==> src/rtl/rr_delayed_grant_arbiter_pkg.sv <==
// Shared types and defaults for the delayed-grant round-robin arbiter.
package arb_pkg;

   typedef enum logic [1:0] {
      IDLE  = 2'd0,
      WAIT  = 2'd1,
      GRANT = 2'd2
   } arb_state_e;

   localparam int GNT_DLY_DEF  = 2;
   localparam int HOLD_MAX_DEF = 8;
   localparam int DLY_W        = 4;   // holds GNT_DLY-1 for GNT_DLY up to 15
   localparam int HOLD_W       = 8;   // holds HOLD_MAX-1 for HOLD_MAX up to 255

endpackage

==> src/rtl/rr_delayed_grant_arbiter_rr_pick.sv <==
// Round-robin winner search: rotate so last_id+1 sits at bit 0,
// take the lowest set bit, then rotate the index back.
module rr_pick #(
   parameter int NREQ = 4,
   parameter int IDW  = $clog2(NREQ)
) (
   input  logic [NREQ-1:0] req,
   input  logic [IDW-1:0]  last_id,
   output logic            found,
   output logic [IDW-1:0]  winner
);

   logic [NREQ-1:0] rot;
   logic [IDW-1:0]  off;
   logic [IDW-1:0]  pos;

   always_comb begin
      rot = '0;
      pos = '0;
      for (int i = 0; i < NREQ; i++) begin
         pos    = IDW'((int'(last_id) + 1 + i) % NREQ);
         rot[i] = req[pos];
      end
   end

   // Descending scan so the lowest rotated index is the one left standing.
   always_comb begin
      found = 1'b0;
      off   = '0;
      for (int i = NREQ - 1; i >= 0; i--) begin
         if (rot[i]) begin
            found = 1'b1;
            off   = IDW'(i);
         end
      end
   end

   assign winner = IDW'((int'(last_id) + 1 + int'(off)) % NREQ);

endmodule

==> src/rtl/rr_delayed_grant_arbiter.sv <==
// Round-robin arbiter with a fixed request-to-grant delay, owner release via
// done, and a forced release after HOLD_MAX grant cycles.
module rr_delayed_grant_arbiter
   import arb_pkg::*;
#(
   parameter int NREQ     = 4,
   parameter int GNT_DLY  = GNT_DLY_DEF,
   parameter int HOLD_MAX = HOLD_MAX_DEF,
   parameter int IDW      = $clog2(NREQ)
) (
   input  logic            clk,
   input  logic            rst_n,
   input  logic [NREQ-1:0] req,
   input  logic [NREQ-1:0] done,
   output logic [NREQ-1:0] gnt,
   output logic [IDW-1:0]  gnt_id,
   output logic            busy,
   output logic            timeout,
   output logic            abort
);

   arb_state_e        state, state_nxt;
   logic [IDW-1:0]    last_id, last_id_nxt;
   logic [DLY_W-1:0]  dly_cnt, dly_nxt;
   logic [HOLD_W-1:0] hold_cnt, hold_nxt;
   logic [NREQ-1:0]   gnt_nxt;
   logic [IDW-1:0]    gnt_id_nxt;
   logic              busy_nxt, timeout_nxt, abort_nxt;

   logic              found;
   logic [IDW-1:0]    winner;
   logic              owner_req, owner_done;

   rr_pick #(.NREQ(NREQ), .IDW(IDW)) u_pick (
      .req     (req),
      .last_id (last_id),
      .found   (found),
      .winner  (winner)
   );

   assign owner_req  = req[gnt_id];
   assign owner_done = done[gnt_id];

   always_ff @(posedge clk or negedge rst_n) begin
      if (!rst_n) begin
         state    <= IDLE;
         last_id  <= IDW'(NREQ - 1);
         dly_cnt  <= '0;
         hold_cnt <= '0;
         gnt      <= '0;
         gnt_id   <= '0;
         busy     <= 1'b0;
         timeout  <= 1'b0;
         abort    <= 1'b0;
      end else begin
         state    <= state_nxt;
         last_id  <= last_id_nxt;
         dly_cnt  <= dly_nxt;
         hold_cnt <= hold_nxt;
         gnt      <= gnt_nxt;
         gnt_id   <= gnt_id_nxt;
         busy     <= busy_nxt;
         timeout  <= timeout_nxt;
         abort    <= abort_nxt;
      end
   end

   always_comb begin
      state_nxt = state;
      case (state)
         IDLE:    if (found) state_nxt = WAIT;
         WAIT: begin
            if (!owner_req)          state_nxt = IDLE;
            else if (dly_cnt == '0)  state_nxt = GRANT;
         end
         GRANT:   if (owner_done || hold_cnt == '0) state_nxt = IDLE;
         default: state_nxt = IDLE;
      endcase
   end

   always_comb begin
      gnt_nxt     = gnt;
      gnt_id_nxt  = gnt_id;
      busy_nxt    = busy;
      timeout_nxt = 1'b0;
      abort_nxt   = 1'b0;
      last_id_nxt = last_id;
      dly_nxt     = dly_cnt;
      hold_nxt    = hold_cnt;
      case (state)
         IDLE: begin
            gnt_nxt  = '0;
            busy_nxt = 1'b0;
            if (found) begin
               gnt_id_nxt = winner;
               busy_nxt   = 1'b1;
               dly_nxt    = DLY_W'(GNT_DLY - 1);
            end
         end
         WAIT: begin
            // Abort leaves last_id alone so the same requester keeps its turn.
            if (!owner_req) begin
               abort_nxt = 1'b1;
               busy_nxt  = 1'b0;
            end else if (dly_cnt == '0) begin
               gnt_nxt         = '0;
               gnt_nxt[gnt_id] = 1'b1;
               hold_nxt        = HOLD_W'(HOLD_MAX - 1);
            end else begin
               dly_nxt = dly_cnt - 1'b1;
            end
         end
         GRANT: begin
            if (owner_done) begin
               gnt_nxt     = '0;
               busy_nxt    = 1'b0;
               last_id_nxt = gnt_id;
            end else if (hold_cnt == '0) begin
               gnt_nxt     = '0;
               busy_nxt    = 1'b0;
               timeout_nxt = 1'b1;
               last_id_nxt = gnt_id;
            end else begin
               hold_nxt = hold_cnt - 1'b1;
            end
         end
         default: begin
            gnt_nxt  = '0;
            busy_nxt = 1'b0;
         end
      endcase
   end

endmodule

==> config.mk <==
export PLATFORM = sky130hd
export DESIGN_NAME = rr_delayed_grant_arbiter
export DESIGN_NICKNAME = d
export VERILOG_FILES = /design/src/rtl/rr_delayed_grant_arbiter_pkg.sv /design/src/rtl/rr_delayed_grant_arbiter_rr_pick.sv /design/src/rtl/rr_delayed_grant_arbiter.sv
export SDC_FILE = /design/constraint.sdc
export NUM_CORES = 1
export LEC_CHECK = 0
export ABC_CLOCK_PERIOD_IN_PS = 3150
export BUFFER_PORTS_ARGS = -buffer_cell sky130_fd_sc_hd__buf_4
export CORE_ASPECT_RATIO = 0.75
export CORE_UTILIZATION = 40
export DETAILED_ROUTE_END_ITERATION = 12
export PLACE_DENSITY = 0.68
export SYNTH_ARGS = -nofsm -noshare
export SYNTH_HDL_FRONTEND = slang
export SYNTH_SLANG_ARGS = --single-unit
==> constraint.sdc <==
create_clock -name clk -period 3.15 [get_ports clk]
set_clock_uncertainty 0.1 [all_clocks]
set_input_delay 0.4725 -clock clk [delete_from_list [all_inputs] [get_ports clk]]
set_output_delay 0.4725 -clock clk [all_outputs]
set_load 0.05 [all_outputs]
* Yosys cells after proc, flatten, opt, wreduce, memory -nomap -nowiden
Index checks and enable logic that the tools add are counted.
Word-level totals: register bits 25, input bits 10
Operators by class: $add $sub $neg 7, order comparisons 6, equal/unequal tests 12, multiplexer cells 53, reductions and logical operators 15
Operators with widths (count):
- $mux 8 | 4
- $mux 4 | 7
- $mux 1 | 20
- $mux 2 | 10
- $ne 2x2->1 const B | 8
- $pmux 4 s2 | 2
- $pmux 8 s2 | 1
- $lt 2x3->1 const B | 5
- $bmux 1 s2 | 6
- $logic_not 8->1 | 1
- $sub 8x1->8 const B | 1
- $ne 3x3->1 const B | 2
- $pmux 2 s3 | 1
- $reduce_and 2->1 | 3
- $reduce_and 3->1 | 2
- $reduce_bool 2->1 | 3
- $reduce_and 5->1 | 1
- $add 2x1->2 const B | 2
- $add 2x2->2 const B | 2
- $logic_not 4->1 | 1
- $reduce_and 4->1 | 1
- $sub 4x1->4 const B | 1
- $pmux 1 s3 | 1
- $add 2x2->2 | 1
- 7 further kinds | 7

* Logic depth before layout (Yosys ltp)
Gate-level depths: netlist (run 1).
depth in word-level cells 10, mapped depth 10, depth with buffers taken out 9

* Cells and area by module
A second synthesis (run 1) with hierarchy kept.
Second synthesis, totals: cells, all modules 146, area total of the unflattened synthesis 1486.4 um2
Modules (own cells, without submodules):
- rr_delayed_grant_arbiter | instances 1, cells each 121, area each 1293.7 um2
- rr_pick | instances 1, cells each 25, area each 192.7 um2

* Least setup slack after synthesis (run 1)
No wires, ideal clock.
kind reg-to-reg, from register gnt_id[0], to register hold_cnt[7], arrival time 2.435 ns, required time 2.967 ns, path slack 0.532 ns, cell stages (with the launch flop) 7, path through dfrtp_1 buf_6 mux4_2 or4_1 clkbuf_2 or4_1 o21ai_0
On the way: word-level cells in the longest chain between the ends 4, elaborated cells on any way between the ends 7
Ends and longest elaborated chain:
- start, declared | RTL line rr_delayed_grant_arbiter.sv:16 | output logic [IDW-1:0] gnt_id,
- start signal, assigned | RTL line rr_delayed_grant_arbiter.sv:61 | gnt_id <= gnt_id_nxt;
- $bmux 1 s2, on equally long branches | RTL line rr_delayed_grant_arbiter.sv:42, rr_delayed_grant_arbiter.sv:41
- $mux 1, on equally long branches | RTL line rr_delayed_grant_arbiter.sv:42, rr_delayed_grant_arbiter.sv:41
- $ne 2x2->1 (no source line)
- $reduce_and 5->1 (no source line) *
- end signal, assigned | RTL line rr_delayed_grant_arbiter.sv:59 | hold_cnt <= hold_nxt;
- end, declared | RTL line rr_delayed_grant_arbiter.sv:25 | logic [HOLD_W-1:0] hold_cnt, hold_nxt;
Every way passes the cells marked *; elsewhere a longest branch is shown, timed or not. The select of a mux whose other input is x is not followed. A chain may end at the register's enable or synchronous reset.

* Worst setup path after layout (run 1)
Ends and elaborated chain as after synthesis.

==> results of run 1 <==
worst max-delay path: cells and delay by family, from the launching register on:
family	cells	cell delay [ps]
flops	1	530
compound gates	1	80
mux	1	640
simple gates	2	1040
power by group through the flow:
stage               Clock [mW]  Sequential, mW  Combinational [mW]
global placement             0           0.559               0.708
global route             0.204           0.579               0.801
floorplan                    0           0.628               0.479
finish                   0.184           0.559               0.726
detailed placement           0           0.562               0.727
CTS                      0.191           0.557               0.729
flip-flops by register name, indices dropped and copies added, names as in the netlist:
signal / cells
abort: 1
gnt_id: 2
last_id: 2
dly_cnt: 4
timeout: 1
state: 2
hold_cnt: 8
busy: 1
gnt: 4
cell usage after synthesis (2+ instances only):
| cell type | number | area, um2 |
|---|---|---|
| dfstp_2 | 2 | 52.6 |
| a21oi_1 | 5 | 25.0 |
| xnor2_1 | 2 | 17.5 |
| inv_1 | 9 | 33.8 |
| nand2_1 | 7 | 26.3 |
| o22a_1 | 2 | 17.5 |
| or3_1 | 3 | 18.8 |
| ha_1 | 5 | 62.6 |
| nor2_1 | 5 | 18.8 |
| nor3b_1 | 4 | 30.0 |
| o31ai_1 | 2 | 15.0 |
| mux4_2 | 2 | 45.0 |
| or4_1 | 3 | 22.5 |
| o21ai_0 | 10 | 50.1 |
| o41ai_1 | 3 | 26.3 |
| nor2b_1 | 7 | 43.8 |
| mux2_2 | 3 | 33.8 |
| a21o_1 | 2 | 15.0 |
| a31oi_1 | 2 | 12.5 |
| nor4_1 | 3 | 18.8 |
| clkbuf_1 | 5 | 18.8 |
| nand3_1 | 3 | 15.0 |
| o211ai_1 | 3 | 22.5 |
| mux2i_1 | 4 | 40.0 |
| nor3_1 | 2 | 10.0 |
| nand2b_1 | 3 | 18.8 |
| dfrtp_1 | 23 | 576 |
how the worst max path moves through the flow:
stage | slack, ps | endpoint | cells past startpoint | from
finish | 680 | hold_cnt[7] | 4 | gnt_id[0]
global route | 510 | hold_cnt[4] | 4 | gnt_id[0]
CTS | 670 | hold_cnt[7] | 4 | gnt_id[0]
detailed placement | 680 | hold_cnt[7] | 4 | gnt_id[0]
global placement | 770 | hold_cnt[7] | 4 | gnt_id[0]
floorplan | 530 | hold_cnt[7] | 6 | gnt_id[0]
cells by family (layout without fill, tap and decap cells):
group	after synthesis	count (layout)	synth area share, %
AND/OR/NAND/NOR	47	47	19.1
AO/OA/AOI/OAI	40	40	18.8
flip-flops	25	25	43.1
buffers and inverters	16	32	4.72
multiplexers	9	9	8.15
adder cells (fa/ha/maj)	5	5	4.29
XOR/XNOR	3	3	1.80
placed cells by master (no fill, tap or decap), types with 3 or more instances in the layout:
master	count
o41ai_1	3
nor2b_1	7
nor2_1	5
buf_4	19
inv_1	9
ha_1	5
clkbuf_8	3
or3_1	3
nor3b_1	4
nand3_1	3
nand2_1	7
dfrtp_1	23
a21oi_1	5
mux2i_1	4
nor4_1	3
or4_1	3
o211ai_1	3
o21ai_0	10
nand2b_1	3
mux2_2	3
final cells by class:
| class | instances | area (um2) |
|---|---|---|
| inverter | 9 | 33.8 |
| multi-input combinational | 104 | 761 |
| timing repair buffer | 19 | 143 |
| tap | 40 | 50.0 |
| sequential | 25 | 628 |
| fill | 319 | 1720 |
| clock buffer | 4 | 45.0 |
per-layer routing:
layer  vias to the layer above  part of all wire [%]  GRT usage (%)
met3                         2                   5.2           4.05
met5                         -                     0              0
li1                        572                     -              -
met2                        33                    43           23.9
met4                         0                  0.72           3.92
met1                       582                    51           24.3
through the flow:
step / cells / worst slack [ps] / power (mW)
finish: 201 / 683 / 1.47
global route: 201 / 512 / 1.58
CTS: 201 / 674 / 1.48
detailed placement: 197 / 678 / 1.29
global placement: 197 / 769 / 1.27
floorplan: 145 / 532 / 1.11
==> results.json, run 1 <==
{
  "die_h_um": 54.3,
  "setup_violations": 0,
  "cts_sinks": 25,
  "drive_above_1_share_pct": 18.6,
  "syn_nets": 160,
  "cp_slowest_stage_delay_ps": 640,
  "worstPathCellList": "mux4_2 -> or4_1 -> or4_1 -> o21ai_0",
  "synthCells": 145,
  "routedWlPerCell_um": 14.4,
  "path_clk_slew_ps": 80,
  "start_util_pct": 43.1,
  "r2r_start": "gnt_id[0]",
  "violations": "hold timing",
  "grt_setup_unrepaired": "false",
  "whs_ps": -2.11,
  "io_buffers": 18,
  "slew_violations": 0,
  "routed_via_density": 5.92,
  "post_cts_resized": 0,
  "cts_buffer_depth": 2,
  "synthArstFlopShare_pct": 100,
  "reg2reg_depth": 4,
  "cp_slowest_cell": "mux4_2",
  "cts_setup_buffers": 0,
  "postLayoutCoreUtil_pct": 49.1,
  "drt-initial-drc-count": 72,
  "sequentialPowerShare_pct": 38.0,
  "p_int_mw": 0.826,
  "p_sw_share_pct": 43.8,
  "cts_inserted_buffers": 3,
  "root_buffer": "clkbuf_8",
  "boundaryPins": 19,
  "cts_hold_buf": 0,
  "power.density_mw_per_mm2": 885,
  "cp-end-kind": "flop",
  "r2r_slack_ps": 680,
  "drc": 0,
  "num_vias": 1189,
  "p_sw_mw": 0.644,
  "worst-setup-path-type": "reg2reg",
  "period_share_pct": 78.3,
  "p_clk_share_pct": 12.5,
  "antenna_left": 0,
  "grt_pass1_wl_um": 4780,
  "cp-start-kind": "flop",
  "cap_viol_max_count": 0,
  "die-area_mm2": 0.00389,
  "finalSetupTns_ps": 0,
  "p_comb_share_pct": 49.4,
  "status": "complete, but fails checks",
  "tightestPinTransition_ps": 571,
  "synth_cell_types": 48,
  "grt_max_degree": 26,
  "crit_top_cell": "or4_1",
  "antenna_found_initial": 0,
  "grt_pass1_vias": 989,
  "wl_um": 2900,
  "drt_first_pass_iters": 4,
  "slew_headroom_pct": 61.5,
  "finalHoldViolations": 12,
  "stdcell_area_mm2": 0.00166,
  "cts_tree": "yes",
  "fmax_ghz": 0.405,
  "rows": 18,
  "ys_warn_count": 0,
  "synth_seq_cells": 25,
  "crit_required_ps": 3240,
  "synth-edff-count": 0,
  "dpl_cell_area_mm2": 0.00162,
  "layout.nets": 177,
  "cp_data_arrival_time_ps": 2550,
  "rr_endpoint": "hold_cnt[7]",
  "hold_class": "in2async",
  "insertion_delay_ps": 260,
  "ir_worst_vdd_mv": 0.533,
  "diodes": 0,
  "avgSynthCellArea_um2": 10.1,
  "gp_congestion": 0.882,
  "dpl.hpwl_um": 2150,
  "area_growth_pct": 13.9,
  "synth_area_mm2": 0.00146,
  "overflow": 0,
  "period_needed_ps": 2470,
  "track_usage_pct": 16.3,
  "core_mm2": 0.00338,
  "cts_max_level": 1,
  "cp_max_fo": 9,
  "total_leakage_power_nw": 0.747,
  "die_w_um": 71.7,
  "synth_flop_cell": "dfrtp_1",
  "synth-seq-area-share_pct": 43.1
}
(Power assumes the default switching activity.)
==> inputs of run 2 (changes only) <==
--- a/config.mk
+++ b/config.mk
@@ -5,7 +5,7 @@
 export SDC_FILE = /design/constraint.sdc
 export NUM_CORES = 1
 export LEC_CHECK = 0
-export ABC_CLOCK_PERIOD_IN_PS = 3150
+export ABC_CLOCK_PERIOD_IN_PS = 2300
 export BUFFER_PORTS_ARGS = -buffer_cell sky130_fd_sc_hd__buf_4
 export CORE_ASPECT_RATIO = 0.75
 export CORE_UTILIZATION = 40
==> constraint.sdc (replaced) <==
create_clock -name clk -period 2.3 [get_ports clk]
set_clock_uncertainty 0.1 [all_clocks]
set_input_delay 0.345 -clock clk [delete_from_list [all_inputs] [get_ports clk]]
set_output_delay 0.345 -clock clk [all_outputs]
set_load 0.05 [all_outputs]
==> results.json, run 2 (synthesis results as in run 1) <==
{
  "grt_max_degree": 26,
  "status": "complete, no violations",
  "io_buffers": 18,
  "area_growth_pct": 18.9,
  "power.density_mw_per_mm2": 1210,
  "hold_class": "reg2reg",
  "finalSetupTns_ps": 0,
  "most-common-layout-cells": "27 x buf_4, 21 x dfrtp_1, 10 x o21ai_0",
  "grt_setup_unrepaired": "false",
  "cp-end-kind": "flop",
  "num_vias": 1212,
  "rows": 18,
  "p_int_mw": 1.18,
  "dp_cells": 204,
  "cts_max_level": 1,
  "cts_sinks": 25,
  "overflow": 0,
  "wl_um": 3190,
  "total_leakage_power_nw": 0.786,
  "startpoint": "hold_cnt[0]",
  "cp_data_arrival_time_ps": 2220,
  "core_mm2": 0.00338,
  "track_usage_pct": 17.9,
  "cts_buffer_depth": 2,
  "p_sw_mw": 0.909,
  "p_comb_share_pct": 51.9,
  "root_buffer": "clkbuf_8",
  "cts_inserted_buffers": 3,
  "die_h_um": 54.3,
  "start_util_pct": 43.1,
  "crit_required_ps": 2400,
  "period_share_pct": 92.5,
  "final_common_cell": "buf_4",
  "largest_reg_flops": 8,
  "largest_register": "hold_cnt",
  "antenna_left": 0,
  "layout.nets": 186,
  "setup_violations": 0,
  "routedWlPerCell_um": 15.2,
  "routed_via_density": 5.77,
  "drt-initial-drc-count": 46,
  "cap_viol_max_count": 0,
  "r2r_slack_ps": 170,
  "die_w_um": 71.7,
  "min_from": "gnt[0]",
  "ir_worst_vdd_mv": 0.577,
  "p_sw_share_pct": 43.5,
  "antenna_found_initial": 0,
  "postLayoutCoreUtil_pct": 51.3,
  "p_clk_share_pct": 12.3,
  "slew_violations": 0,
  "insertion_delay_ps": 260,
  "whs_ps": 399,
  "reg2reg_depth": 6,
  "die-area_mm2": 0.00389,
  "grt_pass1_vias": 1105,
  "sequentialPowerShare_pct": 35.8,
  "dpl.hpwl_um": 2430,
  "tightestPinTransition_ps": 584,
  "cts_tree": "yes",
  "cp-start-kind": "flop",
  "path_clk_slew_ps": 80,
  "gp_congestion": 0.934,
  "fill_cells": 323,
  "worst-setup-path-type": "reg2reg",
  "total_power_mw": 2.09,
  "drc": 0,
  "r2r_start": "hold_cnt[0]",
  "min_delay_path_depth": 1,
  "period_needed_ps": 2130,
  "drive_above_1_share_pct": 23.5,
  "slew_headroom_pct": 60.6,
  "boundaryPins": 19,
  "drt_first_pass_iters": 4,
  "finalHoldViolations": 0,
  "rr_endpoint": "last_id[1]",
  "fmax_ghz": 0.470,
  "diodes": 0,
  "grt_pass1_wl_um": 5240,
  "cp_max_fo": 5,
  "reg_top3": "hold_cnt x8, dly_cnt x4, gnt x4",
  "worstHoldEndpoint": "gnt[0]",
  "fin_cells": 210
}
==> run 2: cell types whose count changed in the layout (fill, tap and decap cells not counted), sizes merged <==
cell | previous run | this run
buf | 19 | 27
dlygate4sd3 | 0 | 1
==> run 2: cell type report <==
cell class	count	area, um2	share of cell area [%]
tap	40	50.0	2.89
sequential	25	631	36.4
multi-input combinational	104	761	43.9
clock buffer	4	45.0	2.60
inverter	9	33.8	1.95
timing repair buffer	28	213	12.3
==> run 2: what timing repair did <==
item,CTS,global route
endpoints found under the setup margin,0,1
hold buffers,1,0
hold endpoints to repair,23,0
setup buffers,0,1
resized for setup,0,0
==> run 2: critical path, cell delays in order (launching register included) <==
cell and delay [ps]:
dfrtp_1 420, inv_1 90, ha_1 170, nor3b_1 460, a21oi_1 210, nor2_1 240, mux2_2 370
==> run 2: worst max path at each step <==
stage                              to  slack, ps
after floorplan           hold_cnt[7]       -180
after global placement    hold_cnt[4]        150
after detailed placement  hold_cnt[4]        130
after CTS                 hold_cnt[4]        170
after global routing        gnt_id[1]         30
final                      last_id[1]        170
==> run 2: per-layer routing <==
metal	vias up	part of all wire [%]	track usage [%]
li1	589	-	-
met1	594	49	24.2
met2	27	47	30.2
met3	2	4.0	4.79
met4	0	0.34	1.96
met5	-	0	0
==> run 2: stage by stage <==
step	worst slack (ps)	instance area [um2]
3_5_place_dp	133	1670
4_1_cts	168	1730
6_report	173	1730
2_1_floorplan	-178	1460
3_3_place_gp	154	1670
5_1_grt	32.7	1730
==> run 2: power by group through the flow <==
stage	registers (mW)	logic, mW	clock network [mW]
finish	0.747	1.08	0.257
global route	0.778	1.19	0.285
CTS	0.754	1.08	0.267
detailed placement	0.761	1.07	0
global placement	0.749	1.03	0
floorplan	0.864	0.657	0
==> inputs of run 3 (changes only) <==
==> constraint.sdc (replaced) <==
create_clock -name clk -period 2.3 [get_ports clk]
set_clock_uncertainty 0.1 [all_clocks]
set_input_delay 0.46 -clock clk [delete_from_list [all_inputs] [get_ports clk]]
set_output_delay 0.46 -clock clk [all_outputs]
set_load 0.05 [all_outputs]
==> results.json, run 3 (synthesis results as in run 1) <==
{
  "cp_data_arrival_time_ps": 2270,
  "grt_max_degree": 26,
  "cts_tree": "yes",
  "root_buffer": "clkbuf_8",
  "fin_cells": 212,
  "diodes": 0,
  "largest_register": "hold_cnt",
  "num_vias": 1221,
  "total_leakage_power_nw": 0.803,
  "drive_above_1_share_pct": 28.5,
  "power.density_mw_per_mm2": 1220,
  "die_h_um": 54.3,
  "critPathTopFamily": "compound AO/OA/AOI/OAI gates",
  "cts_buffer_depth": 2,
  "wl_um": 3290,
  "period_share_pct": 96.2,
  "drt_first_pass_iters": 4,
  "boundaryPins": 19,
  "antenna_found_initial": 0,
  "crit_required_ps": 2360,
  "worstPathCellList": "nand2b_4 -> a21oi_2 -> o221ai_1 -> o21a_1 -> ha_2 -> xor2_2 -> xnor2_1 -> and4_1 -> o31ai_2",
  "overflow": 0,
  "gr-usage-met2_pct": 28.3,
  "cts_inserted_buffers": 3,
  "cp_slowest_stage_delay_ps": 600,
  "reg_top3": "hold_cnt x8, dly_cnt x4, gnt x4",
  "worst-setup-path-type": "reg2reg",
  "io_buffers": 18,
  "gp_congestion": 0.907,
  "cts_sinks": 25,
  "period_needed_ps": 2210,
  "drt-initial-drc-count": 45,
  "routed_via_density": 5.76,
  "cap_viol_max_count": 0,
  "status": "complete, no violations",
  "drc": 0,
  "hold_class": "reg2reg",
  "tightestPinTransition_ps": 660,
  "cts_max_level": 1,
  "use_met3_pct": 4.79,
  "slew_violations": 0,
  "track_usage_pct": 18.6,
  "dpl.hpwl_um": 2460,
  "core_mm2": 0.00338,
  "largest_reg_flops": 8,
  "die-area_mm2": 0.00389,
  "cp_slowest_cell": "dfstp_2",
  "routedWlPerCell_um": 15.5,
  "cp_max_fo": 8,
  "most-common-layout-cells": "29 x buf_4, 21 x dfrtp_1, 9 x inv_1, 9 x o21ai_0",
  "setup_violations": 0,
  "finalHoldViolations": 0,
  "path_clk_slew_ps": 90,
  "fmax_ghz": 0.452,
  "slew_headroom_pct": 55.5,
  "grt_use_met1_pct": 26.9,
  "dp_cells": 206,
  "total_power_mw": 2.17,
  "grt_pass1_wl_um": 5440,
  "start_util_pct": 43.1,
  "insertion_delay_ps": 270,
  "die_w_um": 71.7,
  "busiest_layer": "met2",
  "ir_worst_vdd_mv": 0.700,
  "area_growth_pct": 22.1,
  "rows": 18,
  "layout.nets": 188,
  "critPathBufInv": 0,
  "final_common_cell": "buf_4",
  "antenna_left": 0,
  "postLayoutCoreUtil_pct": 52.7,
  "cp-start-kind": "flop",
  "finalSetupTns_ps": 0,
  "grt_pass1_vias": 1110,
  "cp-end-kind": "flop"
}
run 3: cell type report:
class                   instances  area, um2
fillers                       315       1600
multi-input cells             104        792
flip-flops and latches         25        631
repair buffers                 30        228
well taps                      40       50.0
clock buffers                   3       41.3
inverters                       9       33.8
clock inverters                 1       5.00
run 3: metrics by stage:
stage	area, um2	setup WS, ps	hold slack (ps)
after floorplan	1460	-178	64.4
after global placement	1690	52.3	279
after detailed placement	1690	23.5	286
after CTS	1740	29.7	415
after global routing	1780	-7.03	424
final	1780	87.8	403
run 3: metal layers:
| metal | vias to the layer above | routed length, um |
|---|---|---|
| met2 | 27 | 1500 |
| li1 | 596 | - |
| met5 | - | 0 |
| met3 | 4 | 167 |
| met4 | 0 | 29 |
| met1 | 594 | 1600 |
run 3: final timing paths:
| kind | slack, ps | cells past startpoint | end | start |
|---|---|---|---|---|
| worst max-delay path | 90 | 9 | gnt_id[1] | last_id[1] |
| worst min-delay path | 400 | 1 | dly_cnt[3] | dly_cnt[3] |
| worst max register to register | 90 | 9 | gnt_id[1] | last_id[1] |
| worst min register to register | 400 | 1 | dly_cnt[3] | dly_cnt[3] |
| max in group asynchronous | 1280 | 2 | last_id[1] | rst_n |
| min in group asynchronous | 520 | 2 | busy | rst_n |
run 3: timing repair:
action / CTS / global route
hold buffers: 1 / 0
setup endpoints to repair: 0 / 3
hold endpoints to repair: 23 / 0
gates resized for setup: 0 / 7
setup buffers: 0 / 1
run 3: report_power, final:
part           switching [mW]  internal, mW  leakage, nW
Sequential              0.163         0.595        0.311
Clock                   0.139         0.121       0.0255
Combinational           0.649         0.503        0.467
